[config.mk]
export PLATFORM = sky130hd
export DESIGN_NAME = adder_result_capture
export DESIGN_NICKNAME = d
export VERILOG_FILES = /design/src/rtl/adder_pkg.sv /design/src/rtl/adder_result_capture_fifo.sv /design/src/rtl/adder_result_capture.sv
export SDC_FILE = /design/constraint.sdc
export NUM_CORES = 1
export LEC_CHECK = 0
export ABC_AREA = 1
export CORE_ASPECT_RATIO = 1.4
export CORE_UTILIZATION = 43
export DETAILED_ROUTE_END_ITERATION = 7
export MAX_ROUTING_LAYER = met4
export PLACE_DENSITY = 0.79
export RECOVER_POWER = 50
export REMOVE_ABC_BUFFERS = 1
export SKIP_LAST_GASP = 1
export SLEW_MARGIN = 20
export SYNTH_ARGS = -nofsm -noshare
export SYNTH_HDL_FRONTEND = slang
export SYNTH_SLANG_ARGS = --single-unit
[constraint.sdc]
create_clock -name clk -period 2.15 [get_ports clk]
set_input_delay 0.3225 -clock clk [delete_from_list [all_inputs] [get_ports clk]]
set_output_delay 0.3225 -clock clk [all_outputs]
set_load 0.005 [all_outputs]
[src/rtl/adder_pkg.sv]
// Shared types and defaults for the adder result capture stage.
package adder_pkg;

  localparam int DATA_W        = 32;
  localparam int DEFAULT_DEPTH = 4;
  localparam int DEFAULT_CNT_W = 16;

  typedef struct packed {
    logic              carry;
    logic [DATA_W-1:0] sum;
  } capture_entry_t;

endpackage

[src/rtl/adder_result_capture_fifo.sv]
// Synchronous FIFO for capture entries: storage, pointers, occupancy, full/empty.
// Push is ignored when full and pop is ignored when empty.
module sync_fifo #(
  parameter int  WIDTH = 33,
  parameter int  DEPTH = 4,
  localparam int PTR_W = $clog2(DEPTH),
  localparam int LVL_W = PTR_W + 1
) (
  input  logic             clk,
  input  logic             rst_n,
  input  logic             push_i,
  input  logic             pop_i,
  input  logic [WIDTH-1:0] wdata_i,
  output logic [WIDTH-1:0] rdata_o,
  output logic [LVL_W-1:0] level_o,
  output logic             full_o,
  output logic             empty_o
);

  logic [WIDTH-1:0] mem_q [DEPTH];
  logic [PTR_W-1:0] wr_ptr_q, wr_ptr_d;
  logic [PTR_W-1:0] rd_ptr_q, rd_ptr_d;
  logic [LVL_W-1:0] level_q, level_d;
  logic             do_push, do_pop;

  assign full_o  = (level_q == LVL_W'(DEPTH));
  assign empty_o = (level_q == '0);
  assign do_push = push_i && !full_o;
  assign do_pop  = pop_i && !empty_o;
  assign rdata_o = mem_q[rd_ptr_q];
  assign level_o = level_q;

  // Pointers wrap naturally because DEPTH is a power of two.
  always_comb begin
    wr_ptr_d = wr_ptr_q;
    rd_ptr_d = rd_ptr_q;
    level_d  = level_q;
    if (do_push) wr_ptr_d = wr_ptr_q + 1'b1;
    if (do_pop)  rd_ptr_d = rd_ptr_q + 1'b1;
    if (do_push && !do_pop)      level_d = level_q + 1'b1;
    else if (!do_push && do_pop) level_d = level_q - 1'b1;
  end

  // Storage is cleared on reset so the head reads 0 while empty.
  always_ff @(posedge clk or negedge rst_n) begin
    if (!rst_n) begin
      wr_ptr_q <= '0;
      rd_ptr_q <= '0;
      level_q  <= '0;
      for (int i = 0; i < DEPTH; i++) mem_q[i] <= '0;
    end else begin
      wr_ptr_q <= wr_ptr_d;
      rd_ptr_q <= rd_ptr_d;
      level_q  <= level_d;
      if (do_push) mem_q[wr_ptr_q] <= wdata_i;
    end
  end

endmodule

[src/rtl/adder_result_capture.sv]
// Captures adder a/b/y, derives carry-out, buffers {carry,sum} and counts drops.
// Optional sum self-check enabled by defining ADDER_CAPTURE_SUM_CHECK_EN.
module adder_result_capture #(
  parameter int DATA_W = adder_pkg::DATA_W,
  parameter int DEPTH  = adder_pkg::DEFAULT_DEPTH,
  parameter int CNT_W  = adder_pkg::DEFAULT_CNT_W
) (
  input  logic                     clk,
  input  logic                     rst_n,
  input  logic [DATA_W-1:0]        in_a,
  input  logic [DATA_W-1:0]        in_b,
  input  logic [DATA_W-1:0]        in_y,
  input  logic                     in_valid,
  output logic                     in_ready,
  output logic [DATA_W-1:0]        out_sum,
  output logic                     out_carry,
  output logic                     out_valid,
  input  logic                     out_ready,
  output logic [$clog2(DEPTH):0]   level,
  output logic [CNT_W-1:0]         drop_cnt,
  output logic                     sum_err
);

  logic              push, pop, full, empty;
  logic [DATA_W:0]   wr_entry, rd_entry;
  logic [CNT_W-1:0]  drop_cnt_q, drop_cnt_d;

  // Handshake: a transfer happens on an edge where valid and ready are both high.
  assign in_ready  = !full;
  assign out_valid = !empty;
  assign push      = in_valid && in_ready;
  assign pop       = out_valid && out_ready;

  // y < a (unsigned) is exactly the carry-out of a+b modulo 2^DATA_W.
  assign wr_entry  = {(in_y < in_a), in_y};
  assign out_sum   = rd_entry[DATA_W-1:0];
  assign out_carry = rd_entry[DATA_W];

  sync_fifo #(
    .WIDTH (DATA_W + 1),
    .DEPTH (DEPTH)
  ) u_fifo (
    .clk     (clk),
    .rst_n   (rst_n),
    .push_i  (push),
    .pop_i   (pop),
    .wdata_i (wr_entry),
    .rdata_o (rd_entry),
    .level_o (level),
    .full_o  (full),
    .empty_o (empty)
  );

  always_comb begin
    drop_cnt_d = drop_cnt_q;
    if (in_valid && !in_ready && (drop_cnt_q != '1)) drop_cnt_d = drop_cnt_q + 1'b1;
  end

  always_ff @(posedge clk or negedge rst_n) begin
    if (!rst_n) drop_cnt_q <= '0;
    else        drop_cnt_q <= drop_cnt_d;
  end

  assign drop_cnt = drop_cnt_q;

`ifdef ADDER_CAPTURE_SUM_CHECK_EN
  logic sum_err_q, sum_err_d;

  always_comb begin
    sum_err_d = sum_err_q;
    if (push && (in_y != in_a + in_b)) sum_err_d = 1'b1;
  end

  always_ff @(posedge clk or negedge rst_n) begin
    if (!rst_n) sum_err_q <= 1'b0;
    else        sum_err_q <= sum_err_d;
  end

  assign sum_err = sum_err_q;
`else
  logic unused_b;
  assign unused_b = ^in_b;
  assign sum_err  = 1'b0;
`endif

endmodule

### Word-level counts from Yosys, hierarchy flattened

Cells that the tools add are included.
Widths: inputs -> output; s select.

| word-level totals | value |
|---|---|
| flip-flop bits (word level) | 155 |
| output and inout bits | 55 |
| input port bits | 100 |

| operators by class | value |
|---|---|
| equality and inequality tests | 2 |
| order comparisons | 4 |
| bitwise operators | 2 |
| reduce and logical (&&, ||, !) cells | 15 |
| add/sub/neg operators | 5 |
| mux-type cells | 8 |

Operators by type and width:

| operator | count |
|---|---|
| $bwmux 132 | 1 |
| $mux 33 | 3 |
| $bmux 33 s2 | 1 |
| $demux 33 s2 | 1 |
| $lt 32x32->1 | 1 |
| $add 16x1->16 const B | 1 |
| $ne 16x16->1 const B | 1 |
| $logic_and 1x1->1 | 9 |
| $ge 3x3->1 const B | 2 |
| $mux 3 | 2 |
| $not 2->3 | 2 |
| $add 2x1->2 const B | 2 |
| $logic_not 1->1 | 4 |
| $add 3x1->3 const B | 1 |
| $eq 3x3->1 const B | 1 |
| $logic_not 3->1 | 1 |
| $lt 3x1->1 const B | 1 |
| $sub 3x1->3 const B | 1 |
| $reduce_bool 2->1 | 1 |

### Logic depth before layout (Yosys ltp)

| depth | value |
|---|---|
| word-level depth | 8 |
| gate-level depth with buffers | 13 |

### Modules after synthesis

Synthesis repeated with hierarchy kept, for this count alone.

| unflattened totals | value |
|---|---|
| cells, all modules | 1102 |
| area, all modules | 8589.5 µm² |

By module, submodules not included:

| module | instances | area an instance (µm²) | cells an instance | sequential area each (µm²) |
|---|---|---|---|---|
| sync_fifo | 1 | 6859.1 | 864 | 3478.3 |
| adder_result_capture | 1 | 1730.4 | 238 | 400.4 |

### Least setup slack after synthesis

Ideal clock, no wire load.

| timing path | value |
|---|---|
| path type | register -> register |
| start point | reg u_fifo.level_q[1] (netlist: u_fifo.level_o[1]) |
| end point | reg u_fifo.level_q[1] (netlist: u_fifo.level_o[1]) |
| setup time | 0.125 ns |
| clock period less this slack | 1.949 ns |
| arrival | 1.825 ns |
| path slack | 0.201 ns |
| cell stages (with the launch flop) | 7 |
| path buffers | 0 |
| path through | dfrtp_1 -> nor3_4 -> nor2_8 -> ha_1 -> inv_1 -> fa_1 -> mux2_2 |

RTL lines:

| element | RTL line | RTL |
|---|---|---|
| from (decl) | adder_result_capture_fifo.sv:23 | `logic [LVL_W-1:0] level_q, level_d;` |
| from (signal assigned) | adder_result_capture_fifo.sv:54 | `level_q <= level_d;` |
| $eq 3x3->1 * | adder_result_capture_fifo.sv:26 | `assign full_o = (level_q == LVL_W'(DEPTH));` |
| $logic_not 1->1 * | adder_result_capture_fifo.sv:28, adder_result_capture.sv:29 |  |
| $logic_and 1x1->1 | adder_result_capture.sv:31 | `assign push = in_valid && in_ready;` |
| $logic_and 1x1->1 * | adder_result_capture_fifo.sv:28 | `assign do_push = push_i && !full_o;` |
| via u_fifo.do_push | adder_result_capture_fifo.sv:24 | `logic do_push, do_pop;` |
| $logic_and 1x1->1 * | adder_result_capture_fifo.sv:40 | `if (do_push && !do_pop) level_d = level_q + 1'b1;` |
| $mux 3 * | adder_result_capture_fifo.sv:40 |  |
| via u_fifo.level_d[1] | adder_result_capture_fifo.sv:23 |  |

The timed path passes the listed nets; every way through them passes the cells marked *. The select of a mux whose other input is x is not followed.
A chain may end at the register's enable or synchronous reset.

### Worst setup path in the final report

| timing path | value |
|---|---|
| start point | reg u_fifo.rd_ptr_q[0] |
| end point | out out_carry |

| between the ends | value |
|---|---|
| cells in the longest elaborated chain, start to end | 4 |

Ends and longest elaborated chain:

| element | RTL line | RTL |
|---|---|---|
| from (decl) | adder_result_capture_fifo.sv:22 | `logic [PTR_W-1:0] rd_ptr_q, rd_ptr_d;` |
| from (signal assigned) | adder_result_capture_fifo.sv:53 | `rd_ptr_q <= rd_ptr_d;` |
| $not 2->3 (not written as such) | adder_result_capture_fifo.sv:30 | `assign rdata_o = mem_q[rd_ptr_q];` |
| $bmux 33 s2 | adder_result_capture_fifo.sv:30 |  |
| $mux 33 (not written as such) (2 in a row) | adder_result_capture_fifo.sv:30 |  |
| to (decl) | adder_result_capture.sv:16 | `output logic out_carry,` |

No other way between the ends. The select of a mux whose other input is x is not followed.

==> out/metrics.cfg <==
[clocking]
ctsLongestPathBuffers = 2
cts-htree-levels = 4
cts_sinks = 155
cts_tree = yes
cts_buffers = 17
clock_latency_ps = 420
clk_transition_reported_paths_ps = 60
root_cell_of_the_clock_tree = sky130_fd_sc_hd__clkbuf_16

[worst_setup_path]
worst_ep_arrival_time_ps = 2020
worst-endpoint-required_ps = 1830
worstSetupPathType = reg -> out
critical_path.endpoint_type = output pin
timing.critical_path.from_type = flop
timing.critical_path.fanout_max = 28

[route]
drtIter0Drc = 463
route.detailed.vias_per_inst = 5.24
detail_route.drc_violations = 0
wire_per_inst_um = 14.9
ant_nets = 0
drt-pass1-iter-count = 5
total_number_of_vias = 6806
drt_wl_total_mm = 19.4

[yosys]
netlist_area_um2 = 7990
post_synth.cell_area_avg_um2 = 8.66
synthesis.yosys.warnings = 0
synthArstFlopShare = 1.00
yosys.cell_types.count = 34
synth_seq_cells = 155
synth.largest_area_cell = sky130_fd_sc_hd__dfrtp_1
post_synthesis_sequential_area_ratio = 0.486
synth_edf_count = 0
yosys_most_used_dff = sky130_fd_sc_hd__dfrtp_1
synth_top_cell_area_share = 0.486
netlist_top_cells_area = sky130_fd_sc_hd__dfrtp_1 (49%), sky130_fd_sc_hd__o21ai_0 (10%), sky130_fd_sc_hd__nand2_1 (9.0%), sky130_fd_sc_hd__ha_1 (5.8%), sky130_fd_sc_hd__inv_1 (4.1%)
syn-instance-count = 923

[sta]
finalWorstPathRequiredPeriod_ps = 2350
fin_skew_ps = 7.87
fin_ws_ps = -196
max_slew_violation_count = 0
setup_viol = 5
rsz_0062_raised_after_global_routing = true
finalHoldWorstSlack_ps = 477
max_clock_freq_ghz = 0.426
timing.setup.tns_ps = -642
final_min_period_over_clock_period = 1.09
final-hold-violation-count = 0
relSlewSlack = 0.328
worst-slew-pin-transition_ps = 1010

[final_layout]
insertedDiodeCount = 0
fillCellCount = 1611
final_util = 0.563
layout.cells.non_filler = 1300
post_route_cells_drive_above_1_share = 0.0915
syn2layout_area_growth_pct = 27.4
nNetsFinal = 1187

[die]
effective_utilization_at_floorplan = 0.442
core_um2 = 18100
die_h_um = 163
design.portCount = 155
die_w_um = 117
die_area_um2 = 19100
rows = 58

[grt]
busiest_layer = met2
grt_pass1_wl_mm = 31.0
grt_overflow_total = 0
number_of_antenna_violations_at_the_first_check_in_global_routing = 0
grt_pass1_vias = 6546
grt_util_met1 = 0.251
grtUsageMet2 = 0.367
grt_max_degree = 67
groute.usage.overall = 0.215
groute.layer.met3.usage = 0.0330

[power]
vdd_drop_max_uv = 598
powerDensity_nw_per_um2 = 1400
static-leakage-power_nw = 5.10
overall_power_consumption_w = 0.0142

[placed_design]
detailed_place_hpwl_mm = 12.4
gp_congestion = 0.812
numPortBuffers = 121
placedCellCount = 1259

[outcome]
violated_checks = setup timing
outcome = finished, violations left

[run]
max-cap-violations = 0

[worst_hold_path]
hold_path_class = reg -> reg

final timing paths:
path | from | end | slack [ps] | cells past startpoint
worst max-delay path | u_fifo.rd_ptr_q[0] | out_carry | -200 | 5
worst min-delay path | u_fifo.mem_q[60] | u_fifo.mem_q[60] | 480 | 2
worst max register to register | u_fifo.level_o[1] | u_fifo.level_o[1] | 220 | 7
worst min register to register | u_fifo.mem_q[60] | u_fifo.mem_q[60] | 480 | 2
max in group asynchronous | rst_n | u_fifo.mem_q[112] | 280 | 3
min in group asynchronous | rst_n | u_fifo.mem_q[31] | 600 | 2
area by class of cell:
class                   count  area (um2)  share of cell area
flip-flops and latches    155        3880               0.381
multi-input cells         628        3360               0.331
repair buffers            157        1700               0.167
clock buffers              19         443              0.0435
inverters                  90         343              0.0337
well taps                 240         300              0.0295
clock inverters            11         145              0.0143
report_power, final:
| part | switching [W] | internal [W] | total (W) |
|---|---|---|---|
| sequential | 0.000746 | 0.00419 | 0.00493 |
| clock | 0.00116 | 0.00184 | 0.00300 |
| combinational | 0.00328 | 0.00299 | 0.00628 |
synth_stat cells, types with 2 or more instances:
| cell | number |
|---|---|
| sky130_fd_sc_hd__buf_2 | 5 |
| sky130_fd_sc_hd__clkbuf_1 | 19 |
| sky130_fd_sc_hd__nand2_4 | 4 |
| sky130_fd_sc_hd__dfrtp_1 | 155 |
| sky130_fd_sc_hd__nor2_4 | 2 |
| sky130_fd_sc_hd__o21ai_2 | 10 |
| sky130_fd_sc_hd__inv_1 | 88 |
| sky130_fd_sc_hd__clkbuf_2 | 4 |
| sky130_fd_sc_hd__a21oi_1 | 18 |
| sky130_fd_sc_hd__o21ai_0 | 162 |
| sky130_fd_sc_hd__nand4_1 | 5 |
| sky130_fd_sc_hd__inv_2 | 2 |
| sky130_fd_sc_hd__xor2_1 | 15 |
| sky130_fd_sc_hd__ha_1 | 37 |
| sky130_fd_sc_hd__buf_12 | 4 |
| sky130_fd_sc_hd__buf_6 | 5 |
| sky130_fd_sc_hd__nand3_1 | 11 |
| sky130_fd_sc_hd__nor2_1 | 87 |
| sky130_fd_sc_hd__nand2_1 | 191 |
| sky130_fd_sc_hd__o21ai_1 | 33 |
| sky130_fd_sc_hd__xnor2_1 | 4 |
| sky130_fd_sc_hd__buf_8 | 12 |
| sky130_fd_sc_hd__nor3_1 | 7 |
| sky130_fd_sc_hd__o22ai_1 | 33 |
worst max-delay path: stages (launching register included):
cell                              delay [ps]
sky130_fd_sc_hd__dfrtp_2                 420
sky130_fd_sc_hd__buf_4                   150
sky130_fd_sc_hd__buf_12                  160
sky130_fd_sc_hd__o21ai_0                 120
sky130_fd_sc_hd__o22ai_2                 200
sky130_fd_sc_hd__clkdlybuf4s50_1         530
sequential cells by signal, indices dropped and copies added (netlist names):
name             cells
u_fifo.wr_ptr_q      2
u_fifo.mem_q       132
u_fifo.level_o       3
drop_cnt            16
u_fifo.rd_ptr_q      2
stage by stage:
stage,worst slack [ps],instance area [um2]
6_report,-196,10200
3_5_place_dp,-19.3,9360
3_3_place_gp,16.7,9360
4_1_cts,-241,10000
2_1_floorplan,-702,7550
5_1_grt,-245,10200
cells by family (layout without fill, tap and decap cells):
kind of cell	after synthesis	count (layout)	synth area share
other	1	1	0.000469
multiplexers	1	1	0.00141
AND/OR/NAND/NOR	312	312	0.163
flip-flops	155	155	0.486
buffers and inverters	140	277	0.0974
AO/OA/AOI/OAI	257	257	0.171
XOR/XNOR	19	19	0.0208
adder cells (fa/ha/maj)	38	38	0.0605
timing repair:
| item | in CTS | in global routing |
|---|---|---|
| endpoints found under the setup margin | 33 | 26 |
| endpoints found under the hold margin | 36 | 0 |
| buffers inserted | 1 | 6 |
| resized for setup | 21 | 36 |
| gates cloned | 0 | 3 |
| pin swaps | 2 | 13 |
| hold buffers | 1 | 0 |
cells in the final DEF (no fill, tap or decap), types with 8 or more instances in the layout:
cell type	netlist	final
sky130_fd_sc_hd__nand2_1	191	191
sky130_fd_sc_hd__o21ai_0	162	158
sky130_fd_sc_hd__dfrtp_1	155	153
sky130_fd_sc_hd__clkdlybuf4s50_1	0	91
sky130_fd_sc_hd__nor2_1	87	87
sky130_fd_sc_hd__inv_1	88	86
sky130_fd_sc_hd__o21ai_1	33	37
sky130_fd_sc_hd__ha_1	37	37
sky130_fd_sc_hd__o22ai_1	33	28
sky130_fd_sc_hd__clkbuf_16	0	20
sky130_fd_sc_hd__dlymetal6s2s_1	0	20
sky130_fd_sc_hd__a21oi_1	18	18
sky130_fd_sc_hd__buf_4	1	16
sky130_fd_sc_hd__xor2_1	15	15
sky130_fd_sc_hd__nand3_1	11	11
sky130_fd_sc_hd__o21ai_2	10	10
sky130_fd_sc_hd__buf_12	4	9
sky130_fd_sc_hd__dlygate4sd2_1	0	8
routing by layer:
layer | vias up | part of all wire
met4 | 0 | 0.022
li1 | 3276 | -
met1 | 3282 | 0.42
met2 | 211 | 0.51
met5 | - | 0
met3 | 37 | 0.046
(Power assumes the default switching activity.)
